<file path="src/rtl/mc_datapath.sv">
// Multi-cycle datapath for a small ARM-like core.
// One instruction per pass FETCH -> DECODE -> EXEC -> (MEM) -> WB.
// Decoded controls come from an external decoder and are sampled only in the
// state that uses them. Memory-wait timeouts trap into a terminal ERR state.
//
// Memory handshake: mem_req is held high, with mem_addr/mem_we/mem_wdata
// stable, for every cycle spent in FETCH or MEM. The access completes on the
// rising edge where mem_req and mem_ack are both high. mem_ack seen in any
// other state is ignored. Reset low drops mem_req/mem_we immediately.
module mc_datapath #(
  parameter logic [31:0] RESET_PC = 32'h0000_0000,
  parameter int unsigned TIMEOUT  = 16
) (
  input  logic        clk,
  input  logic        reset,
  input  logic [1:0]  RegSrc,
  input  logic        RegWrite,
  input  logic        ALUSrc,
  input  logic        MemtoReg,
  input  logic        PCSrc,
  input  logic        MemWrite,
  input  logic        MemOp,
  input  logic [1:0]  ImmSrc,
  input  logic [1:0]  ALUControl,
  output logic        mem_req,
  output logic        mem_we,
  output logic [31:0] mem_addr,
  output logic [31:0] mem_wdata,
  input  logic [31:0] mem_rdata,
  input  logic        mem_ack,
  output logic [31:0] PC,
  output logic [31:0] Instr,
  output logic [3:0]  ALUFlags,
  output logic [2:0]  state,
  output logic        bus_err
);

  typedef enum logic [2:0] {
    S_FETCH  = 3'd0,
    S_DECODE = 3'd1,
    S_EXEC   = 3'd2,
    S_MEM    = 3'd3,
    S_WB     = 3'd4,
    S_ERR    = 3'd7
  } state_t;

  localparam logic [31:0] TIMEOUT_L  = 32'(TIMEOUT);
  localparam logic        TIMEOUT_EN = (TIMEOUT != 0);

  state_t      state_q, state_d;
  logic [31:0] pc_q, pc_d;
  logic [31:0] ipc_q, ipc_d;
  logic [31:0] instr_q, instr_d;
  logic [31:0] a_q, a_d;
  logic [31:0] b_q, b_d;
  logic [31:0] ext_imm_q, ext_imm_d;
  logic [31:0] alu_out_q, alu_out_d;
  logic [31:0] data_q, data_d;
  logic [3:0]  flags_q, flags_d;
  logic        bus_err_q, bus_err_d;
  logic [31:0] wait_cnt_q, wait_cnt_d;

  // R15 is never stored; reads of it return IPC+8
  logic [31:0] rf_q [0:15];
  logic        rf_we;
  logic [3:0]  rf_wa;
  logic [31:0] rf_wd;

  logic [3:0]  ra1, ra2, rd;
  logic [31:0] rd1, rd2;
  logic [31:0] ext_imm_c;
  logic [31:0] src_b;
  logic [32:0] sum33;
  logic [31:0] alu_res;
  logic        alu_c, alu_v;
  logic [3:0]  alu_flags;
  logic [31:0] result;
  logic        mem_req_c, mem_we_c;
  logic [31:0] mem_addr_c;
  logic        wait_expired;

  assign rd  = instr_q[15:12];
  assign ra1 = RegSrc[0] ? 4'd15 : instr_q[19:16];
  assign ra2 = RegSrc[1] ? instr_q[15:12] : instr_q[3:0];

  // Register-file read ports with the R15 = IPC+8 substitution
  always_comb begin
    rd1 = (ra1 == 4'd15) ? (ipc_q + 32'd8) : rf_q[ra1];
    rd2 = (ra2 == 4'd15) ? (ipc_q + 32'd8) : rf_q[ra2];
  end

  // Immediate extension from the instruction register
  always_comb begin
    ext_imm_c = 32'd0;
    case (ImmSrc)
      2'b00:   ext_imm_c = {24'd0, instr_q[7:0]};
      2'b01:   ext_imm_c = {20'd0, instr_q[11:0]};
      2'b10:   ext_imm_c = {{6{instr_q[23]}}, instr_q[23:0], 2'b00};
      default: ext_imm_c = 32'd0;
    endcase
  end

  // ALU with NZCV generation; C on sub is the no-borrow carry
  always_comb begin
    src_b   = ALUSrc ? ext_imm_q : b_q;
    sum33   = 33'd0;
    alu_res = 32'd0;
    alu_c   = 1'b0;
    alu_v   = 1'b0;
    case (ALUControl)
      2'b00: begin
        sum33   = {1'b0, a_q} + {1'b0, src_b};
        alu_res = sum33[31:0];
        alu_c   = sum33[32];
        alu_v   = (a_q[31] == src_b[31]) && (alu_res[31] != a_q[31]);
      end
      2'b01: begin
        sum33   = {1'b0, a_q} + {1'b0, ~src_b} + 33'd1;
        alu_res = sum33[31:0];
        alu_c   = sum33[32];
        alu_v   = (a_q[31] != src_b[31]) && (alu_res[31] != a_q[31]);
      end
      2'b10:   alu_res = a_q & src_b;
      default: alu_res = a_q | src_b;
    endcase
    alu_flags = {alu_res[31], (alu_res == 32'd0), alu_c, alu_v};
  end

  assign result       = MemtoReg ? data_q : alu_out_q;
  assign wait_expired = TIMEOUT_EN && ((wait_cnt_q + 32'd1) == TIMEOUT_L);

  // Next-state, register updates and memory-port drive
  always_comb begin
    state_d    = state_q;
    pc_d       = pc_q;
    ipc_d      = ipc_q;
    instr_d    = instr_q;
    a_d        = a_q;
    b_d        = b_q;
    ext_imm_d  = ext_imm_q;
    alu_out_d  = alu_out_q;
    data_d     = data_q;
    flags_d    = flags_q;
    bus_err_d  = bus_err_q;
    wait_cnt_d = wait_cnt_q;
    rf_we      = 1'b0;
    rf_wa      = rd;
    rf_wd      = result;
    mem_req_c  = 1'b0;
    mem_we_c   = 1'b0;
    mem_addr_c = pc_q;
    case (state_q)
      S_FETCH: begin
        mem_req_c = 1'b1;
        if (mem_ack) begin
          instr_d    = mem_rdata;
          ipc_d      = pc_q;
          pc_d       = pc_q + 32'd4;
          wait_cnt_d = 32'd0;
          state_d    = S_DECODE;
        end else begin
          wait_cnt_d = wait_cnt_q + 32'd1;
          if (wait_expired) begin
            bus_err_d = 1'b1;
            state_d   = S_ERR;
          end
        end
      end
      S_DECODE: begin
        a_d       = rd1;
        b_d       = rd2;
        ext_imm_d = ext_imm_c;
        state_d   = S_EXEC;
      end
      S_EXEC: begin
        alu_out_d = alu_res;
        flags_d   = alu_flags;
        if (MemOp) begin
          wait_cnt_d = 32'd0;
          state_d    = S_MEM;
        end else begin
          state_d = S_WB;
        end
      end
      S_MEM: begin
        mem_req_c  = 1'b1;
        mem_we_c   = MemWrite;
        mem_addr_c = alu_out_q;
        if (mem_ack) begin
          if (!MemWrite) data_d = mem_rdata;
          state_d = S_WB;
        end else begin
          wait_cnt_d = wait_cnt_q + 32'd1;
          if (wait_expired) begin
            bus_err_d = 1'b1;
            state_d   = S_ERR;
          end
        end
      end
      S_WB: begin
        // A PC write always wins; R15 never lands in the register file
        if (PCSrc) pc_d = result;
        rf_we      = RegWrite && (rd != 4'd15);
        wait_cnt_d = 32'd0;
        state_d    = S_FETCH;
      end
      S_ERR: begin
        state_d = S_ERR;
      end
      default: begin
        wait_cnt_d = 32'd0;
        state_d    = S_FETCH;
      end
    endcase
  end

  // State and datapath registers, asynchronously reset
  always_ff @(posedge clk or negedge reset) begin
    if (!reset) begin
      state_q    <= S_FETCH;
      pc_q       <= RESET_PC;
      ipc_q      <= 32'd0;
      instr_q    <= 32'd0;
      a_q        <= 32'd0;
      b_q        <= 32'd0;
      ext_imm_q  <= 32'd0;
      alu_out_q  <= 32'd0;
      data_q     <= 32'd0;
      flags_q    <= 4'd0;
      bus_err_q  <= 1'b0;
      wait_cnt_q <= 32'd0;
    end else begin
      state_q    <= state_d;
      pc_q       <= pc_d;
      ipc_q      <= ipc_d;
      instr_q    <= instr_d;
      a_q        <= a_d;
      b_q        <= b_d;
      ext_imm_q  <= ext_imm_d;
      alu_out_q  <= alu_out_d;
      data_q     <= data_d;
      flags_q    <= flags_d;
      bus_err_q  <= bus_err_d;
      wait_cnt_q <= wait_cnt_d;
    end
  end

  // Register file write port; contents survive reset
  always_ff @(posedge clk) begin
    if (rf_we) rf_q[rf_wa] <= rf_wd;
  end

  // Memory strobes are cut by reset so an in-flight access aborts at once
  assign mem_req   = reset & mem_req_c;
  assign mem_we    = reset & mem_we_c;
  assign mem_addr  = mem_addr_c;
  assign mem_wdata = b_q;

  assign PC       = pc_q;
  assign Instr    = instr_q;
  assign ALUFlags = flags_q;
  assign state    = state_q;
  assign bus_err  = bus_err_q;

endmodule

</file>
<file path="config.mk">
export PLATFORM = sky130hd
export DESIGN_NAME = mc_datapath
export DESIGN_NICKNAME = d
export VERILOG_FILES = /design/src/rtl/mc_datapath.sv
export SDC_FILE = /design/constraint.sdc
export NUM_CORES = 2
export LEC_CHECK = 0
export BUFFER_PORTS_ARGS = -buffer_cell sky130_fd_sc_hd__buf_4
export CORE_MARGIN = 2
export CORE_UTILIZATION = 50
export CTS_BUF_LIST = sky130_fd_sc_hd__clkbuf_8
export DETAILED_ROUTE_END_ITERATION = 12
export GPL_ROUTABILITY_DRIVEN = 0
export PLACE_DENSITY = 0.66
export SYNTH_ARGS = -nofsm -noshare
export SYNTH_HDL_FRONTEND = slang
export SYNTH_SLANG_ARGS = --single-unit
</file>
<file path="constraint.sdc">
create_clock -name clk -period 13 [get_ports clk]
set_input_delay 1.3 -clock clk [delete_from_list [all_inputs] [get_ports clk]]
set_output_delay 1.3 -clock clk [all_outputs]
set_load 0.03 [all_outputs]
</file>
==> results.yml <==
power_and_ir_drop:
  switchingPower_mw: 5.63
  leakagePower_nw: 18.5
  power_switching_share_pct: 46.4
  powerDensity_nw_per_um2: 259
  p_int_mw: 6.52
  pwr-share-comb_pct: 50.4
  ir_worst_vdd_uv: 150
  power_frac_seq_pct: 31.3
  clockPowerShare_pct: 18.3
layout:
  fin_cells: 5183
  area_growth_pct: 12.0
  layout-drive-gt1-share_pct: 18.7
  final_area_um2: 46900
  fin_nets: 4157
critical_path:
  setup.worst_path.start: "ALUSrc"
  critPathArrivalTime_ns: 5.94
  critical-path-max-stage-delay_ns: 0.60
  r2r-start: "mem_wdata[1]"
  crit_required_ns: 13.74
  path_max_fanout: 27
  critPathTopFamily: "compound AO/OA/AOI/OAI gates"
  end_kind: "flop"
  crit_type: "input pin to flop"
  crit_buf_inv: 1
  start_kind: "input pin"
  cp_cell_sequence: "buf_4, mux2i_1, ha_1, nor3_1, or2_1, a221o_1, nor4bb_1, o31ai_1, o41ai_1, a32oi_1, xnor2_1, o21ai_0, nand4_1, nor4_2, a32o_2"
  slowest_stage: "mux2i_1"
synth:
  synth_cells: 3890
  yosysWarnings: 0
  synth_cell_types: 96
  syn-cell-area_um2: 41900
  synth_edf_count: 480
  async_flop_share_pct: 37.6
  syn_avg_cell_area_um2: 10.8
  ys_seq_elements: 769
  syn_nets: 4048
  seq_area_frac_synth_pct: 51.7
  synth_ff_type: "edfxtp_1"
sta:
  setup_violations: 0
  max_freq_mhz: 193
  drv_slew: 0
  tns_ns: 0
  tightest_slew_ns: 1.14
  clock_skew_ns: 0.0425
  final-hold-violation-count: 0
  hold_ws_ns: 0.450
  rsz0062_at_grt: "false"
  min_period_ns: 5.19
  post-route-period-util_pct: 39.9
  maxSlewHeadroom_pct: 24.0
die:
  pin_count: 185
  core.rowCount: 106
  die_w_um: 293
  coreArea_um2: 83300
  die_h_um: 293
  die-area_um2: 86000
  start_util_pct: 50.2
global_routing:
  grt_first_pass_wirelength_um: 197000
  gr-total-overflow: 0
  antenna_found_initial: 6
  grt_pass1_vias: 31600
  grt_max_degree: 139
  grt_usage_pct: 30.5
clock_tree:
  clkTransAtPathRegs_ns: 0.06
  clockBufferDepth: 3
  clk-insertion-delay-late_ns: 0.81
  clock-sinks: 769
  cts_tree: "yes"
  cts-root-buf: "clkbuf_8"
  cts_hold_buf: 0
  cts_resized: 0
  cts_inserted_buffers: 137
  postCtsSetupBuffers: 0
  h-tree-depth: 4
placed_design:
  numPortBuffers: 184
  hpwl_um: 82700
  dp_cells: 4940
  place_area_um2: 44200
detailed_routing:
  drc: 0
  viasPerCell: 6.42
  avgRoutedWirePerCell_um: 25.7
  drt-initial-drc-count: 4057
  ant_nets: 0
  first_pass_iters: 6
  via_count: 33300
  finalWirelength_um: 133000
job:
  drv_cap: 0
status:
  status: "completed"
worst_hold_path:
  hold_class: "input pin to asynchronous set/reset pin"
cells in the final DEF, fill, tap and decap left out, types with 10 or more instances in the layout:
cell type  count
ha_1         109
nor2_4        13
a21o_1        22
nor2_1       167
and3_1        59
nand2b_1      13
nor3_1        22
o211ai_1      15
or3_1         11
o31ai_1       21
clkinv_2      14
mux4_2        75
nand4_1       19
a221oi_1      13
dfrtp_1      287
nand2_1      548
o21ai_0      424
mux2_2       186
a311oi_1      33
o221ai_1      56
nand3_1      132
a31oi_1       50
xor2_1        29
edfxtp_1     480
xnor2_1       45
mux2i_1      138
nor2b_1       20
a22oi_1       19
a21oi_1      203
o22ai_1       70
nor4_1        13
o21bai_1      12
a32o_1        10
clkbuf_8     154
clkinv_1      17
inv_1        154
buf_4        247
Yosys cell counts (8+ instances only):
cell type	n	share of area, %
o22ai_1	70	1.0
mux2_2	188	5.1
nor2_1	180	1.6
o211ai_1	15	0.27
clkbuf_1	220	2.0
dfrtp_1	289	17
a211oi_1	8	0.14
a311oi_1	33	0.69
buf_1	29	0.26
mux2i_1	141	3.4
edfxtp_1	480	34
and3_1	60	0.90
xor2_1	29	0.61
and2_1	8	0.12
or3_1	11	0.16
a21oi_1	204	2.4
ha_1	109	3.3
nor3_1	28	0.33
nand2b_1	14	0.21
o221ai_1	56	1.2
o22a_1	8	0.17
a22oi_1	19	0.34
a221oi_1	13	0.27
o21ai_0	425	5.1
inv_1	116	1.0
xnor2_1	45	0.94
mux4_2	75	4.0
nor4_1	13	0.19
o21bai_1	12	0.22
a21o_1	22	0.39
buf_2	15	0.18
nand2_1	554	5.0
nand4_1	19	0.28
o31ai_1	21	0.38
a32o_1	10	0.24
nand3_1	132	1.6
a31oi_1	50	0.75
nor2b_1	21	0.31
state kept, by name, summed over array words and instances (netlist names):
signal      cells
rf_q          480
Instr          32
PC             32
a_q            32
alu_out_q      32
data_q         32
ipc_q          32
mem_wdata      32
wait_cnt_q     32
ext_imm_q      26
ALUFlags        3
state           3
bus_err         1
final timing paths:
kind	end	slack (ns)	depth (start not counted)
setup / recovery	ALUFlags[2]	7.81	15
hold / removal	wait_cnt_q[27]	0.45	1
setup reg to reg	ALUFlags[2]	8.43	14
hold reg to reg	ext_imm_q[19]	0.48	2
max in group asynchronous	Instr[16]	10.62	3
min in group clk	ext_imm_q[19]	0.48	2
logic make-up after synthesis:
group | after synthesis | share of synthesized area [%]
AND/OR/NAND/NOR | 1088 | 11.7
AO/OA/AOI/OAI | 1047 | 15.4
flip-flops | 769 | 51.7
multiplexers | 404 | 12.5
buffers and inverters | 397 | 3.84
adder cells (fa/ha/maj) | 111 | 3.35
XOR/XNOR | 74 | 1.55
through the flow:
stage | power (mW) | worst slack, ns | util, %
2_1_floorplan | 7.69 | 7.56 | -
3_3_place_gp | 9.73 | 7.22 | 53.0
3_5_place_dp | 9.80 | 7.06 | 53.0
4_1_cts | 12.0 | 7.92 | 56.3
5_1_grt | 12.8 | 7.57 | 56.3
6_report | 12.1 | 7.81 | 56.3
power groups by stage:
| stage | combinational [mW] | clock [mW] | sequential [mW] |
|---|---|---|---|
| floorplan | 3.85 | 0 | 3.84 |
| global placement | 5.92 | 0 | 3.82 |
| detailed placement | 5.98 | 0 | 3.83 |
| CTS | 5.99 | 2.26 | 3.78 |
| global route | 6.55 | 2.36 | 3.84 |
| finish | 6.12 | 2.23 | 3.80 |
cell type report:
class                   instances  area (µm²)
multi-input cells            2724       18800
diodes                          2        5.00
clock buffers                 154        2120
fillers                      7047       36400
inverters                     117         439
clock inverters                87         548
well taps                    1080        1350
repair buffers                250        1910
flip-flops and latches        769       21700
per-layer routing:
layer,vias up,track usage [%],share of wire [%]
li1,14700,-,-
met1,16300,42.8,41
met2,1920,47.2,46
met3,316,6.15,10
met4,2,11.2,3.1
met5,-,0,0.0083
No activity file was read; power rests on OpenSTA's default activity.
